$ cat src/rtl/demux_pkg.sv
// Shared widths and FSM state encoding for the 1-to-8 demux / serial capture unit.
package demux_pkg;

    localparam int DATA_W = 8;
    localparam int SEL_W  = 3;

    typedef enum logic [1:0] {
        IDLE   = 2'd0,
        SHIFT  = 2'd1,
        PARITY = 2'd2
    } state_t;

endpackage

$ cat src/rtl/demux_bit_counter.sv
// Frame bit counter: clear dominates enable; tc flags the last bit position of a frame.
module demux_bit_counter
    import demux_pkg::*;
(
    input  logic             clk,
    input  logic             rst,
    input  logic             clr,
    input  logic             en,
    output logic [SEL_W-1:0] count,
    output logic             tc
);

    always_ff @(posedge clk) begin
        if (rst || clr) begin
            count <= '0;
        end else if (en) begin
            // Natural 7->0 wrap; the FSM only enables on tc when the frame is completing.
            count <= count + SEL_W'(1);
        end
    end

    assign tc = (count == '1);

endmodule

$ cat src/rtl/demux_one_to_eight.sv
// Registered 1-to-8 demux with serial byte capture, LSB first.
// Define DEMUX_PARITY_EN to append an even-parity bit to every frame.
module demux_one_to_eight
    import demux_pkg::*;
#(
    parameter logic [DATA_W-1:0] RESET_VALUE = 8'h00
) (
    input  logic              clk,
    input  logic              rst,
    input  logic              din,
    input  logic [SEL_W-1:0]  select,
    input  logic              wr_en,
    input  logic              start,
    input  logic              in_valid,
    output logic [DATA_W-1:0] data_out,
    output logic              out_valid,
    output logic              busy,
    output logic              parity_err
);

    state_t            state;
    logic [DATA_W-1:0] shadow;
    logic [DATA_W-1:0] next_shadow;
    logic [SEL_W-1:0]  count;
    logic              tc;
    logic              cnt_en;

    // start clears the counter from any state; a start cycle never advances it.
    assign cnt_en = (state == SHIFT) && in_valid && !start;

    demux_bit_counter u_cnt (
        .clk   (clk),
        .rst   (rst),
        .clr   (start),
        .en    (cnt_en),
        .count (count),
        .tc    (tc)
    );

    // Shadow with the current bit merged, so the 8th bit lands in data_out on the same edge.
    always_comb begin
        next_shadow        = shadow;
        next_shadow[count] = din;
    end

`ifdef DEMUX_PARITY_EN
    logic par_err_q;
    assign parity_err = par_err_q;
`else
    assign parity_err = 1'b0;
`endif

    always_ff @(posedge clk) begin
        if (rst) begin
            state     <= IDLE;
            shadow    <= '0;
            data_out  <= RESET_VALUE;
            out_valid <= 1'b0;
`ifdef DEMUX_PARITY_EN
            par_err_q <= 1'b0;
`endif
        end else begin
            out_valid <= 1'b0;
`ifdef DEMUX_PARITY_EN
            par_err_q <= 1'b0;
`endif
            case (state)
                IDLE: begin
                    if (start) begin
                        shadow <= '0;
                        state  <= SHIFT;
                    end else if (wr_en) begin
                        data_out[select] <= din;
                    end
                end
                SHIFT: begin
                    if (start) begin
                        shadow <= '0;
                    end else if (in_valid) begin
                        shadow <= next_shadow;
                        if (tc) begin
`ifdef DEMUX_PARITY_EN
                            state     <= PARITY;
`else
                            data_out  <= next_shadow;
                            out_valid <= 1'b1;
                            state     <= IDLE;
`endif
                        end
                    end
                end
                PARITY: begin
`ifdef DEMUX_PARITY_EN
                    if (start) begin
                        shadow <= '0;
                        state  <= SHIFT;
                    end else if (in_valid) begin
                        // Loaded regardless of the check; consumers qualify with parity_err.
                        data_out  <= shadow;
                        out_valid <= 1'b1;
                        par_err_q <= (^shadow) ^ din;
                        state     <= IDLE;
                    end
`else
                    state <= IDLE;
`endif
                end
                default: state <= IDLE;
            endcase
        end
    end

    assign busy = (state != IDLE);

endmodule
$ cat config.mk
export PLATFORM = sky130hd
export DESIGN_NAME = demux_one_to_eight
export DESIGN_NICKNAME = d
export VERILOG_FILES = /design/src/rtl/demux_pkg.sv /design/src/rtl/demux_bit_counter.sv /design/src/rtl/demux_one_to_eight.sv
export SDC_FILE = /design/constraint.sdc
export NUM_CORES = 1
export LEC_CHECK = 0
export BUFFER_PORTS_ARGS = -buffer_cell sky130_fd_sc_hd__buf_2
export CAP_MARGIN = 0
export CORE_MARGIN = 10
export CORE_UTILIZATION = 50
export DETAILED_ROUTE_END_ITERATION = 10
export HOLD_SLACK_MARGIN = 0.1
export PLACE_DENSITY_LB_ADDON = 0.25
export SKIP_CTS_REPAIR_TIMING = 1
export SYNTH_ARGS = -nofsm -noshare
export SYNTH_HDL_FRONTEND = slang
export SYNTH_HIERARCHICAL = 1
export SYNTH_SLANG_ARGS = --single-unit
$ cat constraint.sdc
create_clock -name clk -period 1.5 [get_ports clk]
set_input_delay 0.15 -clock clk [delete_from_list [all_inputs] [get_ports clk]]
set_output_delay 0.15 -clock clk [all_outputs]
set_load 0.05 [all_outputs]
==> Word-level counts from Yosys, hierarchy flattened <==
Index checks and enable logic that the tools add are counted.
{ "totals": {"in_bits": 9, "wordCells": 56, "reg_bits": 22} }
{ "op_classes": {"add_sub_neg": 1, "muxes": 22, "eq_ne": 9, "reduce_logical": 13, "magnitude_cmp": 4, "bitwise": 2} }
{ "op_table": {"columns": ["cell", "n"], "rows": [
  ["two-way mux 8 bit", 8],
  ["one-hot mux 8 bit (2 select lines)", 2],
  ["bitwise mux 8 bit", 2],
  ["!= test 2 bit (second input constant)", 6],
  ["less-than comparator 3 x 4 -> 1 bit (second input constant)", 2],
  ["two-way mux 2 bit", 4],
  ["demux 1 bit (select 3 bit)", 2],
  [">= comparator 3 x 1 -> 1 bit (second input constant)", 2],
  ["AND reduction 6 bit", 1],
  ["logical AND 1 bit", 4],
  ["one-hot mux 2 bit (2 select lines)", 1],
  ["AND reduction 4 bit", 1],
  ["nonzero test 2 bit", 2],
  ["OR reduction 4 bit", 1],
  ["adder 3 x 1 -> 3 bit (second input constant)", 1],
  ["equality test 3 bit (second input constant)", 1],
  ["two-way mux 1 bit", 3],
  ["!= test 3 bit (second input constant)", 1],
  ["AND reduction 3 bit", 1],
  ["equality test 2 x 1 -> 1 bit (second input constant)", 1],
  ["zero test 2 bit", 1],
  ["inverter 1 bit", 2],
  ["zero test 1 bit", 1],
  ["logical OR 1 bit", 1]
]} }

==> Depth between registers and ports, before layout <==
{ "logic_depth": {"ltp_word": 9, "mapped_depth": 7, "ltp_nobuf": 5} }

==> Cells and area by module <==
Netlist, hierarchy kept.
{ "by_module_without_submodules": {"columns": ["module", "n_inst", "area_each_um2", "seq_area_each_um2", "cells_each"], "rows": [
  ["demux_one_to_eight", 1, 1146.1, 360.3, 132],
  ["demux_bit_counter", 1, 133.9, 60.1, 11]
]} }

==> Worst setup path after synthesis <==
OpenSTA, ideal clock, no wires.
{ "synth_timing": {"path_kind": "register to register", "startpoint": "register state[0]", "endpoint": "register u_cnt.count[1]", "arrival_time_ns": 1.593, "setup_ns": 0.116, "required_ns": 1.384, "path_stages_with_launch": 7, "slack_ns": -0.209, "path_cell_list": "dfxtp_1 > buf_2 > buf_2 > nand2_1 > nor2_1 > mux2i_1 > nor3_1"} }
{ "synth_via": {"elab_chain_len": 3} }
{ "synth_rtl": {"columns": ["element", "line", "source"], "rows": [
  ["start, declared", "demux_one_to_eight.sv:21", "state_t state;"],
  ["start signal, assigned", "demux_one_to_eight.sv:55", "state <= IDLE;"],
  ["start signal, assigned", "demux_one_to_eight.sv:71", "state <= SHIFT;"],
  ["start signal, assigned", "demux_one_to_eight.sv:87", "state <= IDLE;"],
  ["equality test 2 x 1 -> 1 bit", "demux_one_to_eight.sv:29", "assign cnt_en = (state == SHIFT) && in_valid && !start;"],
  ["logical AND 1 bit (2 in series)", "demux_one_to_eight.sv:29", null],
  ["named net cnt_en", "demux_one_to_eight.sv:26", "logic cnt_en;"],
  ["end signal, assigned", "demux_bit_counter.sv:18", "count <= count + SEL_W'(1);"],
  ["end, declared", "demux_bit_counter.sv:9", "output logic [SEL_W-1:0] count,"]
]} }
The timed path passes the listed nets, and every way through them passes these cells.
A chain may end at the register's enable or synchronous reset.

==> Worst setup path in the final report <==
{ "layout_timing": {"startpoint": "register u_cnt.count[0]", "endpoint": "register data_out[2]"} }
{ "layout_via": {"elab_chain_len": 9, "elab_cells_between_ends": 13, "classes_between": "2 x order compare; 2 x eq/ne; 7 x mux; 2 x reduce/logical"} }
{ "layout_rtl": {"columns": ["element", "line", "source"], "rows": [
  ["less-than comparator 3 x 4 -> 1 bit (not written as such) or >= comparator 3 x 1 -> 1 bit (tied branches)", "demux_one_to_eight.sv:43", "next_shadow[count] = din;"],
  ["logical AND 1 bit (not written as such)", "demux_one_to_eight.sv:43", null],
  ["two-way mux 1 bit (not written as such)", "demux_one_to_eight.sv:43", null],
  ["demux 1 bit (select 3 bit)", "demux_one_to_eight.sv:43", null],
  ["bitwise mux 8 bit", "demux_one_to_eight.sv:43", null],
  ["two-way mux 8 bit", "demux_one_to_eight.sv:81", "if (tc) begin"],
  ["two-way mux 8 bit", "demux_one_to_eight.sv:79", "end else if (in_valid) begin"],
  ["two-way mux 8 bit", "demux_one_to_eight.sv:77", "if (start) begin"],
  ["one-hot mux 8 bit (2 select lines)", "demux_one_to_eight.sv:67", "case (state)"],
  ["end signal, assigned by index", "demux_one_to_eight.sv:73", "data_out[select] <= din;"],
  ["end signal, assigned", "demux_one_to_eight.sv:85", "data_out <= next_shadow;"],
  ["end, declared", "demux_one_to_eight.sv:15", "output logic [DATA_W-1:0] data_out,"]
]} }
Several ways; a longest one is shown, not always the timed one. The select of a mux whose other input is x is not followed.

==> flow_summary.ini <==
[grt]
grt_usage = 0.133
antenna_found_initial = 0
grt_max_degree = 22
grt_pass1_wl_mm = 5.63
first_global_vias = 1185
grt-ovfl-total = 0

[synthesis]
synthXorXnorAreaFrac = 0.00684
ys_ff_latch = 21
yosys.area_share.simple = 0.282
synth_compound_area_frac = 0.283
syn-num-nets = 154
yosys.area_share.adder = 0.0196
netlist_instances = 143
ys_warn_count = 6
syn-cell-area_um2 = 1280
seq_area_frac_synth = 0.328
yosysTopAreaCell = dfxtp_1
synth.top_cell.area_share = 0.328
post_synth_num_cell_types = 40
synthTopCellsByArea = dfxtp_1, a211oi_2, nand3_1
muxShareOfSynthArea = 0.0156
avgSynthCellArea_um2 = 8.95
synth_top_family_by_area = compound AO/OA/AOI/OAI gates

[timing]
drv_slew = 0
rsz0062_at_grt = true
hold_ws_ns = 0.136
hold_viol_final = 0
period_share = 1.05
fmax_ghz = 0.637
finalCriticalPeriod_ns = 1.57
setup_viol_count_final = 2
worst_slack_ns = -0.0698
skew_ns = 0.00837

[setup_path]
endpoint_kind = flop
r2r-end = data_out[2]
worstSetupPathType = reg -> reg
critPathArrivalTime_ns = 1.76
cp_data_required_time_ns = 1.69
path_max_fanout = 4
crit_family = compound AO/OA/AOI/OAI gates
crit_buf_inv = 1
regToRegStartpoint = u_cnt/count[0]
r2r_cells = 4
worstSetupStartpointType = flop
r2r_slack_ns = -0.07
crit_slowest_cell = a222oi_1
slowest_delay_ns = 0.44
crit_chain = buf_12 > or3b_4 > a222oi_1 > a211oi_2

[clock_network]
clock_sinks = 21
path_clk_slew_ns = 0.12
cts_made_buffers = 3
h-tree-depth = 1
clockBufferDepth = 2
cts_tree = done
cts_root_buf = clkbuf_4
insertion_delay_ns = 0.32

[status]
status = finished with violations
violations = negative setup slack

[die]
die_y_um = 70.6
dieArea_um2 = 4980
rows = 18
die_w_um = 70.6
start_util = 0.521
core_um2 = 2450
ios = 20

[final_layout]
drive_gt1_frac = 0.387
fin_cells = 193
area_delta_synth_final_pct = 23.9
n_antenna_cell = 0
nNetsFinal = 175

[placement]
gp_congestion = 0.886
placedCellCount = 184
dpl.hpwl_mm = 2.53
portBuffers = 18

[route]
first_pass_iters = 6
wl_mm = 3.74
drc = 0
wire_per_inst_um = 19.4
viasPerCell = 6.47
drtIter0Drc = 95
ant_nets = 0
vias = 1249

[worst_hold_path]
min_to = u_cnt/count[0]
hold_depth = 2
worstHoldStart = start
hold_class = in -> reg

[pwr]
fin_total_pwr_mw = 1.03
p_leak_nw = 0.571
peakVddDrop_mv = 0.495
cellPowerDensity_nw_per_um2 = 650

[run]
maxCapViolations = 0
[cells in the mapped netlist]
| cell type | number |
|---|---|
| nand2_1 | 4 |
| and3b_1 | 1 |
| clkbuf_1 | 8 |
| nand2b_1 | 2 |
| a211oi_1 | 6 |
| o21ai_1 | 3 |
| o31ai_1 | 3 |
| or3b_1 | 4 |
| buf_6 | 2 |
| nand3b_1 | 6 |
| ha_1 | 2 |
| nor4b_2 | 1 |
| nor2_1 | 4 |
| mux2i_1 | 2 |
| a311oi_2 | 3 |
| nor3_1 | 3 |
| and4b_1 | 1 |
| a21oi_1 | 10 |
| a222oi_1 | 5 |
| a32oi_1 | 2 |
| nor4b_1 | 1 |
| and2_1 | 7 |
| xnor2_1 | 1 |
| nor3_2 | 1 |
| nor2b_1 | 5 |
| a311oi_1 | 2 |
| and4bb_2 | 1 |
| buf_4 | 1 |
| nand3_1 | 11 |
| inv_1 | 1 |
| a211oi_2 | 5 |
| buf_2 | 3 |
| or2_1 | 2 |
| or3b_2 | 1 |
| o21ai_0 | 4 |
| conb_1 | 1 |
| dfxtp_1 | 21 |
| and3_1 | 1 |
| o311a_1 | 1 |
| a21o_1 | 1 |
[layer usage]
layer,vias up,wire (um),track usage
li1,592,-,-
met1,597,1560,0.158
met2,49,1870,0.218
met3,11,217,0.0321
met4,0,95,0.0688
met5,-,0,0
[power by group]
group / leakage [nW] / internal [mW] / switching, mW / total, mW
sequential: 0.172 / 0.561 / 0.0146 / 0.575
clock: 0.0150 / 0.104 / 0.182 / 0.286
combinational: 0.384 / 0.0572 / 0.112 / 0.170
total: 0.571 / 0.722 / 0.309 / 1.03
[cells in the final DEF (no fill, tap or decap), types with 3 or more instances in the layout]
cell	count
nand3b_1	6
dfxtp_1	17
a311oi_2	5
nand2_1	4
a211oi_2	10
o21ai_1	3
dfxtp_4	3
nand3_1	11
nor2b_1	3
o21ai_0	4
nor3_1	3
o31ai_1	3
buf_4	9
buf_2	18
nor2_1	4
clkbuf_4	3
a222oi_1	5
and2_1	7
or3b_1	3
a21oi_1	10
[cells by family after synthesis]
logic type | after synthesis
adders and majority gates | 2
muxes | 2
xor gates and xnor gates | 1
DFF | 21
buffers and inverters | 15
AOI/OAI and AO/OA | 45
other | 1
and+or+nand+nor | 56
[state kept, by name, indices dropped and copies added (netlist names)]
register / count
data_out: 8
state: 1
shadow: 8
out_valid: 1
u_cnt/count: 3
[metrics by stage]
| step | TNS, ns | instance area, um2 | utilization | setup WS [ns] |
|---|---|---|---|---|
| floorplan | -0.331 | 1310 | - | -0.0513 |
| global placement | -0.0240 | 1430 | 0.582 | -0.0166 |
| detailed placement | -0.162 | 1430 | 0.582 | -0.0454 |
| CTS | -0.457 | 1460 | 0.593 | -0.0843 |
| global route | -0.332 | 1590 | 0.646 | -0.110 |
| finish | -0.0839 | 1590 | 0.646 | -0.0698 |
[cell type report]
cell class,instances,area [um2]
tap,30,37.5
multi-input combinational,107,877
sequential,21,433
clock buffer,4,26.3
fill,187,868
inverter,1,3.75
timing repair buffer,30,209
[how the worst max path moves through the flow]
stage	from	to	slack [ns]	cells past startpoint
CTS	u_cnt/count[1]	data_out[6]	-0.08	5
detailed placement	u_cnt/count[1]	data_out[6]	-0.05	5
global placement	u_cnt/count[0]	data_out[2]	-0.02	4
global route	u_cnt/count[1]	data_out[2]	-0.11	6
floorplan	u_cnt/count[1]	data_out[6]	-0.05	7
finish	u_cnt/count[0]	data_out[2]	-0.07	4
Note: power is estimated with default switching activity, not from simulation.
